[src/rtl/key_conditioner_if.sv]
// Button front-end bundle: raw bouncing inputs in, conditioned pulses and levels out.
interface key_conditioner_if;
    logic key_a_raw;
    logic key_b_raw;
    logic key_a;
    logic key_b;
    logic key_a_level;
    logic key_b_level;

    // Board/bench side: drives the raw buttons and consumes the conditioned outputs.
    modport master (
        output key_a_raw,
        output key_b_raw,
        input  key_a,
        input  key_b,
        input  key_a_level,
        input  key_b_level
    );

    // Conditioner side.
    modport slave (
        input  key_a_raw,
        input  key_b_raw,
        output key_a,
        output key_b,
        output key_a_level,
        output key_b_level
    );
endinterface

[src/rtl/key_conditioner.sv]
// Two-key push-button conditioner: synchronise, debounce, press pulse and auto-repeat.
// Key A (index 0) steps the pattern selector down, key B (index 1) steps it up.
//
// Repeat FSM states (one per key):
//   state      | meaning
//   -----------+-----------------------------------------------------------
//   IDLE       | key released (debounced level 0), waiting for a press
//   HOLD_DELAY | press pulse sent, counting the initial delay to first repeat
//   REPEAT     | key held past the delay, one pulse every REPEAT_PERIOD cycles
module key_conditioner #(
    parameter int DEBOUNCE_CYCLES = 16,
    parameter int ACTIVE_LOW      = 1,
    parameter int REPEAT_EN       = 1,
    parameter int REPEAT_DELAY    = 64,
    parameter int REPEAT_PERIOD   = 16
) (
    input  logic             clk,
    input  logic             rst,
    key_conditioner_if.slave kif
);

    localparam int DW = $clog2(DEBOUNCE_CYCLES) + 1;
    localparam int RMAX = (REPEAT_DELAY > REPEAT_PERIOD) ? REPEAT_DELAY : REPEAT_PERIOD;
    localparam int RW = $clog2(RMAX) + 1;
    localparam logic RELEASED_RAW = (ACTIVE_LOW != 0) ? 1'b1 : 1'b0;

    typedef enum logic [1:0] {
        IDLE       = 2'd0,
        HOLD_DELAY = 2'd1,
        REPEAT     = 2'd2
    } rep_state_t;

    logic [1:0] raw;
    logic [1:0] sync1;
    logic [1:0] sync2;
    logic [1:0] pressed;
    logic [1:0] level;
    logic [1:0] level_nxt;
    logic [1:0] press_evt;
    logic [1:0] rep_evt;
    logic [1:0] pulse;
    logic [1:0] pulse_nxt;
    logic       both_press;
    logic       both_held;

    assign raw = {kif.key_b_raw, kif.key_a_raw};

    // Two-flop synchroniser, then a polarity-normalising stage so pressed = 1.
    always_ff @(posedge clk) begin
        if (rst) begin
            sync1   <= {2{RELEASED_RAW}};
            sync2   <= {2{RELEASED_RAW}};
            pressed <= 2'b00;
        end else begin
            sync1   <= raw;
            sync2   <= sync1;
            pressed <= (ACTIVE_LOW != 0) ? ~sync2 : sync2;
        end
    end

    for (genvar k = 0; k < 2; k++) begin : g_ch
        logic [DW-1:0] db_cnt;
        logic          level_q;
        logic          toggle;
        rep_state_t    state;
        logic [RW-1:0] rep_cnt;
        logic          delay_done;
        logic          period_done;

        assign toggle      = (pressed[k] != level_q) && (db_cnt == DW'(DEBOUNCE_CYCLES - 1));
        assign delay_done  = (rep_cnt == RW'(REPEAT_DELAY - 1));
        assign period_done = (rep_cnt == RW'(REPEAT_PERIOD - 1));

        assign level[k]     = level_q;
        assign level_nxt[k] = level_q ^ toggle;
        // The press pulse lands in the same cycle the debounced level first reads 1.
        assign press_evt[k] = ~level_q & toggle;
        // A release edge in the same cycle cancels any pending repeat.
        assign rep_evt[k]   = level_q & ~toggle &
                              (((state == HOLD_DELAY) && (REPEAT_EN != 0) && delay_done) ||
                               ((state == REPEAT) && period_done));

        // Debounce: level only follows the synchronised input after it has
        // disagreed for DEBOUNCE_CYCLES consecutive cycles.
        always_ff @(posedge clk) begin
            if (rst) begin
                db_cnt  <= '0;
                level_q <= 1'b0;
            end else if (pressed[k] == level_q) begin
                db_cnt  <= '0;
            end else if (toggle) begin
                db_cnt  <= '0;
                level_q <= ~level_q;
            end else begin
                db_cnt  <= db_cnt + 1'b1;
            end
        end

        // Repeat FSM: tracks hold time and schedules repeat pulses.
        always_ff @(posedge clk) begin
            if (rst) begin
                state   <= IDLE;
                rep_cnt <= '0;
            end else if (level_q && toggle) begin
                state   <= IDLE;
                rep_cnt <= '0;
            end else begin
                case (state)
                    IDLE: begin
                        rep_cnt <= '0;
                        if (press_evt[k]) begin
                            state <= HOLD_DELAY;
                        end
                    end
                    HOLD_DELAY: begin
                        // With repeat disabled the counter parks at its compare value.
                        if (delay_done) begin
                            if (REPEAT_EN != 0) begin
                                state   <= REPEAT;
                                rep_cnt <= '0;
                            end
                        end else begin
                            rep_cnt <= rep_cnt + 1'b1;
                        end
                    end
                    REPEAT: begin
                        if (period_done) begin
                            rep_cnt <= '0;
                        end else begin
                            rep_cnt <= rep_cnt + 1'b1;
                        end
                    end
                    default: begin
                        state   <= IDLE;
                        rep_cnt <= '0;
                    end
                endcase
            end
        end
    end

    // Cross-key masking: coincident presses cancel each other, and repeats
    // are silenced while both keys are held, so the selector never sees both steps.
    always_comb begin
        both_press = press_evt[0] & press_evt[1];
        both_held  = level_nxt[0] & level_nxt[1];
        pulse_nxt  = ({2{~both_press}} & press_evt) | ({2{~both_held}} & rep_evt);
    end

    // Registered one-cycle step pulses.
    always_ff @(posedge clk) begin
        if (rst) begin
            pulse <= 2'b00;
        end else begin
            pulse <= pulse_nxt;
        end
    end

    assign kif.key_a       = pulse[0];
    assign kif.key_b       = pulse[1];
    assign kif.key_a_level = level[0];
    assign kif.key_b_level = level[1];

endmodule

[src/flat_wrapper.sv]
// flat-port wrapper written by rule: the top's interface ports become plain ports
module key_conditioner_flat 
#(
    parameter int DEBOUNCE_CYCLES = 16,
    parameter int ACTIVE_LOW      = 1,
    parameter int REPEAT_EN       = 1,
    parameter int REPEAT_DELAY    = 64,
    parameter int REPEAT_PERIOD   = 16
)
  (clk, rst, kif_key_a_raw, kif_key_b_raw, kif_key_a, kif_key_b, kif_key_a_level, kif_key_b_level);
  key_conditioner_if kif_i ();
  input  logic clk;
  input  logic rst;
  input wire logic [$bits(kif_i.key_a_raw)-1:0] kif_key_a_raw;
  input wire logic [$bits(kif_i.key_b_raw)-1:0] kif_key_b_raw;
  output wire logic [$bits(kif_i.key_a)-1:0] kif_key_a;
  output wire logic [$bits(kif_i.key_b)-1:0] kif_key_b;
  output wire logic [$bits(kif_i.key_a_level)-1:0] kif_key_a_level;
  output wire logic [$bits(kif_i.key_b_level)-1:0] kif_key_b_level;
  assign kif_i.key_a_raw = kif_key_a_raw;
  assign kif_i.key_b_raw = kif_key_b_raw;
  assign kif_key_a = kif_i.key_a;
  assign kif_key_b = kif_i.key_b;
  assign kif_key_a_level = kif_i.key_a_level;
  assign kif_key_b_level = kif_i.key_b_level;
  key_conditioner #(.DEBOUNCE_CYCLES(DEBOUNCE_CYCLES), .ACTIVE_LOW(ACTIVE_LOW), .REPEAT_EN(REPEAT_EN), .REPEAT_DELAY(REPEAT_DELAY), .REPEAT_PERIOD(REPEAT_PERIOD)) u_core (.clk(clk), .rst(rst), .kif(kif_i));
endmodule
[config.mk]
export PLATFORM = sky130hd
export DESIGN_NAME = key_conditioner_flat
export DESIGN_NICKNAME = d
export VERILOG_FILES = /design/src/rtl/key_conditioner_if.sv /design/src/rtl/key_conditioner.sv /design/src/flat_wrapper.sv
export SDC_FILE = /design/constraint.sdc
export NUM_CORES = 1
export LEC_CHECK = 0
export CAP_MARGIN = 40
export CORE_UTILIZATION = 39
export CTS_CLUSTER_DIAMETER = 40
export CTS_CLUSTER_SIZE = 20
export DETAILED_ROUTE_END_ITERATION = 8
export DONT_BUFFER_PORTS = 1
export HOLD_SLACK_MARGIN = 0.02
export PLACE_DENSITY = 0.5
export SLEW_MARGIN = 20
export SYNTH_ARGS = -nofsm -noshare
export SYNTH_HDL_FRONTEND = slang
export SYNTH_SLANG_ARGS = --single-unit
[constraint.sdc]
create_clock -name clk -period 3.99 [get_ports clk]
set_input_delay 0.5985 -clock clk [delete_from_list [all_inputs] [get_ports clk]]
set_output_delay 0.5985 -clock clk [all_outputs]
set_load 0.05 [all_outputs]
---- Word-level counts from Yosys, hierarchy flattened ----
Cells that the tools add are included.
storage, ports and cells
  register bits ........................... 38
  bits of input ports ..................... 4
  word-level logic and storage cells ...... 90
operators by class
  add/subtract/negate cells ............... 4
  equality and inequality tests ........... 18
  mux-type cells .......................... 12
  bitwise gates (word level) .............. 24
  reductions and logical operators ........ 20
operators by type and width
  cell                                                    count
  two-way mux 7 bit                                       4
  one-hot mux 7 bit (2 select lines)                      2
  adder 7 x 1 -> 7 bit (second input constant)            2
  equality test 7 x 4 -> 1 bit (second input constant)    2
  equality test 7 x 6 -> 1 bit (second input constant)    2
  one-hot mux 2 bit (3 select lines)                      2
  adder 5 x 1 -> 5 bit (second input constant)            2
  equality test 5 x 4 -> 1 bit (second input constant)    2
  inverter 1 bit                                          10
  AND 1 bit                                               8
  logical AND 1 bit                                       8
  two-way mux 2 bit                                       4
  inequality test 2 x 1 -> 1 bit (second input constant)  4
  AND reduction 3 bit                                     2
  OR reduction 3 bit                                      2
  AND 2 bit                                               2
  equality test 2 x 1 -> 1 bit (second input constant)    2
  equality test 2 bit (second input constant)             2
  logical NOT 2 bit                                       2
  AND reduction 2 bit                                     2
  OR reduction 2 bit                                      2
  equality test 1 bit                                     2
  logical OR 1 bit                                        2
  inequality test 1 bit                                   2
  other kinds (3)                                         4

---- Longest topological paths before layout ----
  word-level depth ........................ 7
  mapped depth ............................ 7

---- Least setup slack after synthesis ----
Ideal clock, no wire load.
  path kind ............................... register -> register
  start ................................... reg u_core.g_ch[1].db_cnt[0]
  end ..................................... reg u_core.g_ch[1].rep_cnt[3]
  library setup time ...................... 64 ps
  data arrival time ....................... 1,666 ps
  path slack .............................. 2,260 ps
  stages on the path, launching flop included .. 8
  clock period less this slack ............ 1,730 ps
  path through ............................ dfxtp_1 > ha_1 > and3_1 > ha_1 > nor2b_1 > a211o_1 > a21o_1 > nor2_1
on the way
  cells in the longest elaborated chain, start to end .. 4
ends and longest elaborated chain
  item                          line                    RTL
  from (decl)                   key_conditioner.sv:62   logic [DW-1:0] db_cnt;
  from (signal assigned)        key_conditioner.sv:95   db_cnt <= db_cnt + 1'b1;
  equality test 5 x 4 -> 1 bit  key_conditioner.sv:70   assign toggle = (pressed[k] != level_q) && (db_cnt == DW'(DEBOUNCE_CYCLES - 1));
  logical AND 1 bit             key_conditioner.sv:70
  logical AND 1 bit             key_conditioner.sv:104  end else if (level_q && toggle) begin
  OR reduction 2 bit (no line)  --
  to (signal assigned)          key_conditioner.sv:123  rep_cnt <= rep_cnt + 1'b1;
  to (signal assigned)          key_conditioner.sv:130  rep_cnt <= rep_cnt + 1'b1;
  to (decl)                     key_conditioner.sv:66   logic [RW-1:0] rep_cnt;
Every way passes these cells.
A chain may end at the register's enable or synchronous reset.

---- Final worst setup path ----
Same ends and word-level chain as after synthesis.

==> impl_metrics.csv <==
group,metric,value,unit
run_status,status,"finished, final reports clean",
route,maxUsedRoutingLayer,"met4",
synth,synth.top_cell.area_share,45.0,%
synth,ys_seq_area_share,45.0,%
global_routing,overflow,0,
setup_path,r2r_setup_slack,2.13,ns
sta,fin_ws,2.13,ns
floorplanning,initial_core_util,41.4,%
sta,tightest_slew,0.731,ns
place,gp_congestion,0.723,
synth,synth_mux_area_share,2.37,%
route,via_per_inst,4.95,
clocking,cts_sinks,38,
final_layout,antenna-diode-count,0,
synth,synth_area_leader_cell,"dfxtp_1",
place,io_buffers,0,
synth,synth_compound_area_share,10.7,%
place,dp_hpwl,2.06,mm
setup_path,cp.arrival,2.09,ns
clocking,cts_hold_buf,0,
global_routing,track_usage,14.5,%
route,wl_per_cell,11.3,um
sta,max_freq,538,MHz
floorplanning,std_cell_rows,23,
setup_path,reg2reg_to,"u_core.g_ch[1].rep_cnt[3]",
route,wl,2.74,mm
sta,relSlewSlack,51.2,%
sta,finalCriticalPeriod,1.86,ns
setup_path,r2r_cells,7,
hold_path,hold_start,"rst",
floorplanning,die_w,67.9,um
route,drt-initial-drc-count,28,
synth,avgSynthCellArea,9.09,um^2
pwr,power_density,425,nW/um^2
final_layout,area_growth_syn_to_layout,11.3,%
setup_path,r2r-start,"u_core.g_ch[1].db_cnt[0]",
run,max-cap-violations,0,
sta,final-max-slew-violation-count,0,
setup_path,cp.required,4.22,ns
setup_path,crit_type,"reg2reg",
final_layout,drive_gt1_share,8.33,%
clocking,clk_latency,0.29,ns
floorplanning,die_area,4600,um^2
global_routing,first_global_vias,1133,
global_routing,antenna_found_initial,0,
sta,fin_crit_sh,46.6,%
setup_path,critical_path.startpoint_type,"flip-flop",
synth,synth_area_leaders,"dfxtp_1 (45%), ha_1 (10%), nor2_1 (6.7%)",
route,first_pass_iters,4,
global_routing,grt_max_degree,17,
synth,synth_seq_cells,38,
clocking,cts_resized,0,
synth,syn_inst,186,
clocking,cts_buffer_depth,2,
route,dr_wl_met3,169,um
sta,setup_viol,0,
synth,synth_top_family_by_area,"simple AND/OR/NAND/NOR gates",
sta,final.setup.tns,0,ns
clocking,cts_buffers,5,
setup_path,cp-startpoint,"u_core.g_ch[1].db_cnt[0]",
synth,synth_xor_area_share,6.73,%
clocking,cts_tree,"done",
sta,hold_violations,0,
pwr,ir_worst_vdd,0.000235,V
setup_path,cp_max_fo,5,
floorplanning,fp.dieH,67.9,um
route,wl_met1,1.37,mm
pwr,p_leak,0.698,nW
floorplanning,core_area,4090,um^2
route,wl_met2,1.16,mm
synth,syn_area,1690,um^2
clocking,clk_pin_slew,0.08,ns
clocking,cts_root_buf,"clkbuf_8",
clocking,htreeDepth,2,
clocking,cts_setup_buffers,0,
final_layout,utilization,46.1,%
sta,skew,0.00775,ns
route,drc,0,
synth,synth.distinct_cells,36,
final_layout,fin_nets,209,
sta,rsz0062_at_grt,"false",
place,dp_slack,2.13,ns
synth,synth_adder_area_share,10.4,%
synth,synth-simple-area-share,21.3,%
route,routed-via-count,1198,
setup_path,timing.critical_path.to,"u_core.g_ch[1].rep_cnt[3]",
route,ant_nets,0,
floorplanning,boundaryPins,8,
place,place_inst,234,
synth,yosysWarnings,0,
hold_path,hp-class,"in2reg",
synth,synth_nets,204,
final_layout,final_cell_count_no_fill,242,
setup_path,endpoint_kind,"flip-flop",
global_routing,grt_pass1_wl,4.88,mm
[area by class of cell]
| type | count | area, um^2 |
|---|---|---|
| fill | 400 | 2200 |
| clock buffer | 5 | 68.8 |
| clock inverter | 3 | 68.8 |
| sequential | 38 | 761 |
| inverter | 14 | 52.6 |
| multi-input combinational | 132 | 870 |
| tap | 50 | 62.6 |
[metal layers]
metal / global-route usage (%) / up-vias
li1: - / 637
met1: 17.9 / 538
met2: 22.5 / 17
met3: 6.50 / 6
met4: 4.69 / 0
met5: 0 / -
[worst min-delay path by stage]
stage / to / slack [ns] / depth (start not counted)
global route: u_core.pressed[1] / 0.35 / 1
CTS: u_core.pressed[1] / 0.36 / 1
finish: u_core.pressed[1] / 0.36 / 1
detailed placement: u_core.pressed[1] / 0.38 / 1
floorplan: u_core.pressed[1] / 0.36 / 1
global placement: u_core.pressed[1] / 0.38 / 1
[Yosys cell counts (all sizes together)]
cell,count
a2111oi,1
a211o,1
a211oi,1
a21boi,1
a21o,1
a21oi,5
a2bb2oi,1
a31o,1
and2,1
and3,5
and3b,1
buf,1
clkbuf,1
dfxtp,38
ha,14
inv,14
mux2i,4
nand2,11
nand3,7
nand3b,2
nand4,3
nor2,30
nor2b,2
nor3,3
nor4,1
o211ai,1
o21a,1
o21ai,9
o221a,1
o31ai,2
or2,4
or3,4
or4,1
xnor2,8
xor2,5
[worst max-delay path: stages, from the launching register on]
cell	delay (ns)
dfxtp_1	0.33
ha_1	0.22
and3_1	0.19
ha_1	0.23
nor2b_1	0.18
a211o_1	0.34
a21o_1	0.22
nor2_1	0.10
[logic make-up after synthesis]
logic type,count (synthesis)
AO/OA/AOI/OAI,26
adder cells (fa/ha/maj),14
multiplexers,4
buffers and inverters,16
XOR/XNOR,13
flip-flops,38
AND/OR/NAND/NOR,75
[flip-flops by register name (all words and copies together), names as in the netlist]
name,flops
u_core.g_ch.db_cnt,10
u_core.g_ch.rep_cnt,14
u_core.g_ch.state,4
u_core.kif.key_a_level,1
u_core.kif.key_b_level,1
u_core.pressed,2
u_core.pulse,2
u_core.sync1,2
u_core.sync2,2
[report_power, final]
| part | total [W] | internal, W | switching [W] |
|---|---|---|---|
| Clock | 0.000393 | 0.000250 | 0.000143 |
| Combinational | 0.0000208 | 0.00000942 | 0.0000114 |
| Sequential | 0.000386 | 0.000383 | 0.00000255 |
| Total | 0.000800 | 0.000643 | 0.000157 |
[through the flow]
stage / hold slack (ns) / total power, W / cell area, um^2
2_1_floorplan: 0.363 / 0.000412 / 1690
4_1_cts: 0.358 / 0.000809 / 1880
3_3_place_gp: 0.378 / 0.000415 / 1750
3_5_place_dp: 0.379 / 0.000415 / 1750
5_1_grt: 0.352 / 0.000833 / 1880
6_report: 0.361 / 0.000800 / 1880
[cell usage in the layout, fill, tap and decap left out, types with 2 or more instances in the layout]
| master | count |
|---|---|
| nor3_1 | 3 |
| mux2i_1 | 4 |
| xnor2_1 | 8 |
| inv_1 | 14 |
| ha_1 | 14 |
| or3_1 | 4 |
| nand3b_1 | 2 |
| bufinv_16 | 2 |
| nand3_1 | 7 |
| nor2_1 | 30 |
| o21ai_0 | 9 |
| nor2b_1 | 2 |
| a21oi_1 | 5 |
| xor2_1 | 5 |
| nand2_1 | 11 |
| and3_1 | 5 |
| nand4_1 | 3 |
| or2_2 | 4 |
| dfxtp_1 | 38 |
| clkbuf_8 | 5 |
Note: power is estimated with default switching activity, not from simulation.
